### src/rtl/cdb_arbiter.sv
// cdb_arbiter: round-robin arbitration of functional-unit writeback results
// onto NUM_PORTS common-data-bus broadcast ports. Each requester owns a
// one-entry holding register, and selection looks only at the holds. Results
// younger than a mispredicted branch are dropped before they reach a port.
module cdb_arbiter #(
    parameter int NUM_REQ   = 4,
    parameter int NUM_PORTS = 3,
    parameter int PREG_W    = 7,
    parameter int TAG_W     = 5
) (
    input  logic                        clk,
    input  logic                        reset,
    input  logic [NUM_REQ-1:0]          req_valid,
    input  logic [NUM_REQ*PREG_W-1:0]   req_preg,
    input  logic [NUM_REQ*TAG_W-1:0]    req_rob_tag,
    input  logic [NUM_REQ-1:0]          req_has_dest,
    output logic [NUM_REQ-1:0]          req_ready,
    input  logic                        mispredict,
    input  logic [TAG_W-1:0]            mispredict_tag,
    input  logic [TAG_W-1:0]            rob_head,
    output logic [NUM_PORTS-1:0]        preg_valid,
    output logic [NUM_PORTS*PREG_W-1:0] preg_rdy,
    output logic [NUM_PORTS-1:0]        rob_cpl_valid,
    output logic [NUM_PORTS*TAG_W-1:0]  rob_cpl_tag
);

    localparam int PTR_W = (NUM_REQ > 1) ? $clog2(NUM_REQ) : 1;

    logic [NUM_REQ-1:0] hold_v;
    logic [NUM_REQ-1:0] hold_dest;
    logic [PREG_W-1:0]  hold_preg [NUM_REQ];
    logic [TAG_W-1:0]   hold_tag  [NUM_REQ];
    logic [PTR_W-1:0]   rr_ptr;

    logic [TAG_W-1:0]   mp_age;
    logic [NUM_REQ-1:0] hold_squash;
    logic [NUM_REQ-1:0] in_squash;
    logic [NUM_REQ-1:0] grant;
    logic [NUM_REQ-1:0] accept;
    logic [NUM_PORTS-1:0] port_used;
    logic [PTR_W-1:0]   port_sel [NUM_PORTS];
    logic               any_grant;
    logic [PTR_W-1:0]   last_grant;

    // A tag is younger than the branch when its distance from the ROB head
    // (modulo ROB depth) is larger than the branch's own distance.
    function automatic logic is_younger(input logic [TAG_W-1:0] tag,
                                        input logic [TAG_W-1:0] head,
                                        input logic [TAG_W-1:0] branch_age);
        logic [TAG_W-1:0] age;
        age = tag - head;
        return age > branch_age;
    endfunction

    // Squash flags for both the held entries and the incoming requests.
    always_comb begin
        mp_age      = mispredict_tag - rob_head;
        hold_squash = '0;
        in_squash   = '0;
        for (int i = 0; i < NUM_REQ; i++) begin
            hold_squash[i] = mispredict && is_younger(hold_tag[i], rob_head, mp_age);
            in_squash[i]   = mispredict &&
                             is_younger(req_rob_tag[i*TAG_W +: TAG_W], rob_head, mp_age);
        end
    end

    // Round-robin scan from rr_ptr; the j-th surviving hold is placed on port j.
    always_comb begin
        int cnt;
        logic [PTR_W-1:0] idx;
        cnt        = 0;
        idx        = '0;
        grant      = '0;
        port_used  = '0;
        any_grant  = 1'b0;
        last_grant = '0;
        for (int j = 0; j < NUM_PORTS; j++) begin
            port_sel[j] = '0;
        end
        for (int k = 0; k < NUM_REQ; k++) begin
            idx = PTR_W'((int'(rr_ptr) + k) % NUM_REQ);
            if (hold_v[idx] && !hold_squash[idx] && cnt < NUM_PORTS) begin
                grant[idx]     = 1'b1;
                port_used[cnt] = 1'b1;
                port_sel[cnt]  = idx;
                any_grant      = 1'b1;
                last_grant     = idx;
                cnt            = cnt + 1;
            end
        end
    end

    // A hold can take a new result when empty or being drained this cycle;
    // forced low while reset is asserted.
    always_comb begin
        req_ready = {NUM_REQ{reset}} & (~hold_v | grant);
        accept    = req_valid & req_ready;
    end

    // Holding registers: load on accept (unless squashed on arrival),
    // otherwise clear when granted or squashed.
    always_ff @(posedge clk or negedge reset) begin
        if (!reset) begin
            hold_v    <= '0;
            hold_dest <= '0;
            for (int i = 0; i < NUM_REQ; i++) begin
                hold_preg[i] <= '0;
                hold_tag[i]  <= '0;
            end
        end else begin
            for (int i = 0; i < NUM_REQ; i++) begin
                if (accept[i] && !in_squash[i]) begin
                    hold_v[i]    <= 1'b1;
                    hold_dest[i] <= req_has_dest[i];
                    hold_preg[i] <= req_preg[i*PREG_W +: PREG_W];
                    hold_tag[i]  <= req_rob_tag[i*TAG_W +: TAG_W];
                end else if (grant[i] || hold_squash[i]) begin
                    hold_v[i] <= 1'b0;
                end
            end
        end
    end

    // Round-robin pointer moves just past the last index granted.
    always_ff @(posedge clk or negedge reset) begin
        if (!reset) begin
            rr_ptr <= '0;
        end else if (any_grant) begin
            rr_ptr <= PTR_W'((int'(last_grant) + 1) % NUM_REQ);
        end
    end

    // Registered broadcast ports; unused ports carry all zeros.
    always_ff @(posedge clk or negedge reset) begin
        if (!reset) begin
            preg_valid    <= '0;
            preg_rdy      <= '0;
            rob_cpl_valid <= '0;
            rob_cpl_tag   <= '0;
        end else begin
            for (int j = 0; j < NUM_PORTS; j++) begin
                if (port_used[j]) begin
                    preg_valid[j]                   <= hold_dest[port_sel[j]];
                    preg_rdy[j*PREG_W +: PREG_W]    <= hold_dest[port_sel[j]] ?
                                                       hold_preg[port_sel[j]] : '0;
                    rob_cpl_valid[j]                <= 1'b1;
                    rob_cpl_tag[j*TAG_W +: TAG_W]   <= hold_tag[port_sel[j]];
                end else begin
                    preg_valid[j]                   <= 1'b0;
                    preg_rdy[j*PREG_W +: PREG_W]    <= '0;
                    rob_cpl_valid[j]                <= 1'b0;
                    rob_cpl_tag[j*TAG_W +: TAG_W]   <= '0;
                end
            end
        end
    end

endmodule

### config.mk
export PLATFORM = sky130hd
export DESIGN_NAME = cdb_arbiter
export DESIGN_NICKNAME = d
export VERILOG_FILES = /design/src/rtl/cdb_arbiter.sv
export SDC_FILE = /design/constraint.sdc
export NUM_CORES = 1
export LEC_CHECK = 0
export ABC_AREA = 1
export ABC_CLOCK_PERIOD_IN_PS = 12200
export CAP_MARGIN = 25
export CORE_MARGIN = 2
export CORE_UTILIZATION = 50
export CTS_CLUSTER_DIAMETER = 200
export DETAILED_ROUTE_END_ITERATION = 8
export HOLD_SLACK_MARGIN = 0.06
export PLACE_DENSITY = 0.74
export SLEW_MARGIN = 5
export SYNTH_ARGS = -nofsm -noshare
export SYNTH_HDL_FRONTEND = slang
export SYNTH_SLANG_ARGS = --single-unit
### constraint.sdc
create_clock -name clk -period 12.2 [get_ports clk]
set_input_delay 3.66 -clock clk [delete_from_list [all_inputs] [get_ports clk]]
set_output_delay 3.66 -clock clk [all_outputs]
set_load 0.01 [all_outputs]
==> impl_metrics.tcl <==
set metrics [dict create \
    fin_crit_ps 11880 \
    io_buffers 114 \
    whs_ps 529 \
    antenna_found_initial 0 \
    syn_to_final_growth_pct 18.8 \
    crit_path_frequent_cell "nor2_1" \
    die_h_um 135 \
    viasPerCell 5.63 \
    initial_core_util 0.505 \
    synth_edf_count 0 \
    cts_root_buffer "clkbuf_16" \
    syn_inst 1151 \
    yosysUniqueCellTypes 44 \
    stdcell_count 1476 \
    worst_path_max_delay_cell "clkdlybuf4s50_1" \
    firstDrtPassIters 6 \
    worstMarginPinSlew_ps 880 \
    critPathRequiredTime_ps 8540 \
    detail-route-antenna-nets 0 \
    fmax_mhz 84.2 \
    critPathLaunchType "input pin" \
    syn_nets 1300 \
    fin_crit_sh 0.974 \
    cts_buffers 9 \
    dpl.cell_count 1462 \
    hpwl_um 19100 \
    drt_wl_total_um 25600 \
    clk_pin_slew_ps 60 \
    die_w_um 135 \
    grt_overflow 0 \
    syn_area_um2 8620 \
    grt_pass1_wl_um 40500 \
    ys.flop_type "dfrtp_1" \
    cts.htree.levels 3 \
    avgSynthCellArea_um2 7.49 \
    status "complete, no violations" \
    nets 1397 \
    async_flop_share 1.00 \
    relSlewSlack 0.413 \
    cts_sinks 100 \
    grt_util_all_layers 0.287 \
    path_class "input pin to output port" \
    ios 115 \
    crit_fanout 10 \
    cp.arrival_ps 8220 \
    grt_pass1_vias 7483 \
    gp_congestion 0.955 \
    clk_latency_ps 360 \
    cap_viol_max_count 0 \
    drv_slew 0 \
    drive_gt1_frac 0.110 \
    clock_skew_ps 13.2 \
    clockBufferDepth 2 \
    fp-row-count 48 \
    yosys_warnings 0 \
    n_antenna_cell 0 \
    crit_path_max_incr_delay_ps 480 \
    core_area_um2 17100 \
    rsz0062_at_grt "no" \
    end_kind "output port" \
    hold_buffers 0 \
    grt_max_degree 75 \
    setup_tns_ps 0 \
    post-place-ws_ps -237 \
    synth.ff_latch_count 100 \
    hold_viol_final 0 \
    setup_viol 0 \
    seq_area_frac_synth 0.290 \
    cts_tree "done" \
    hp-class "flop to flop" \
    die_area_um2 18300 \
    dr.first_iter.drc_count 856 \
    worst_slack_ps 319 \
    route.detailed.drc 0 \
    vias 8303 \
    routedWlPerCell_um 17.4 \
]
==> path summary, 6_finish.rpt <==
check	from	endpoint	slack (ps)	cells past startpoint
min in group asynchronous	reset	hold_v[3]	3300	1
min	hold_tag[2]	hold_tag[2]	530	2
max	rob_head[0]	req_ready[1]	320	29
min reg2reg	hold_tag[2]	hold_tag[2]	530	2
max in group asynchronous	reset	hold_preg[8]	7630	2
max reg2reg	hold_tag[0]	preg_rdy[12]	6760	24
==> worst max-delay path, delay by kind of cell <==
kind,cells,cell delay (ps)
and+or+nand+nor,14,1490
xor gates and xnor gates,1,210
adders and majority gates,4,1070
buffers and inverters,7,1220
AOI/OAI and AO/OA,3,550
==> synthesized netlist by cell type, drive strengths merged, types with 13 or more instances <==
cell | instances | share of area
nand3 | 177 | 0.12
nand2 | 380 | 0.19
dfrtp | 100 | 0.29
xor2 | 26 | 0.026
nor2 | 79 | 0.039
buf | 33 | 0.029
inv | 89 | 0.040
ha | 70 | 0.10
clkbuf | 13 | 0.0057
o21ai | 30 | 0.020
nand4 | 47 | 0.036
a21oi | 49 | 0.030
==> sequential cells by signal (all words and copies together), names as in the netlist <==
| register | count |
|---|---|
| hold_dest | 4 |
| hold_preg | 28 |
| hold_tag | 20 |
| hold_v | 4 |
| preg_rdy | 21 |
| preg_valid | 3 |
| rob_cpl_tag | 15 |
| rob_cpl_valid | 3 |
| rr_ptr | 2 |
==> layout make-up <==
cell class	instances	area (um2)
repair buffers	132	1280
multi-input cells	916	5530
flip-flops and latches	100	2500
well taps	225	282
inverters	89	347
clock inverters	4	58.8
fillers	1608	6820
clock buffers	10	239
==> cell usage in the layout, fill, tap and decap left out, types with 8 or more instances in the layout <==
| cell | Yosys | final |
|---|---|---|
| nor2_1 | 64 | 63 |
| nand3_1 | 160 | 160 |
| buf_4 | 9 | 18 |
| inv_1 | 82 | 82 |
| dfrtp_1 | 100 | 100 |
| nand3_2 | 10 | 10 |
| nand4_1 | 46 | 46 |
| nand2_1 | 333 | 332 |
| nand2_4 | 20 | 20 |
| o21ai_0 | 22 | 21 |
| a21oi_1 | 47 | 47 |
| clkbuf_16 | 0 | 9 |
| ha_1 | 70 | 69 |
| fa_1 | 10 | 10 |
| xor2_1 | 26 | 24 |
| o21bai_1 | 8 | 8 |
| xnor2_1 | 10 | 9 |
| clkdlybuf4s50_1 | 0 | 109 |
| nor2_2 | 14 | 14 |
| nand2_2 | 25 | 26 |
==> metal layers <==
layer / track usage / up-vias / wire length (um) / part of all wire
met1: 0.437 / 3837 / 11800 / 0.46
met3: 0.0460 / 46 / 2310 / 0.090
met5: 0 / - / 0 / 0
met4: 0.0828 / 0 / 631 / 0.025
li1: - / 4013 / - / -
met2: 0.419 / 407 / 10800 / 0.42
==> cell families (layout without fill, tap and decap cells) <==
family	Yosys count	in the layout	share of synthesized area
AOI/OAI and AO/OA	101	101	0.0697
buffers and inverters	135	235	0.0749
and+or+nand+nor	699	699	0.404
DFF	100	100	0.290
xor gates and xnor gates	36	36	0.0366
adders and majority gates	80	80	0.125
==> through the flow <==
step	instance area [um2]	utilization
final	10200	0.600
after floorplan	8620	-
after detailed placement	9880	0.579
after global placement	9880	0.579
after CTS	10200	0.598
after global routing	10200	0.600
==> repair_timing <==
item	CTS	global route
gates cloned	0	0
endpoints found under the setup margin	4	4
gates resized for setup	5	9
pin swaps	0	3
endpoints found under the hold margin	0	0
setup buffers	0	0
Power is left out: the tool's default activity adds up to more than one toggle a clock period on the data nets, which glitch-free logic cannot reach.
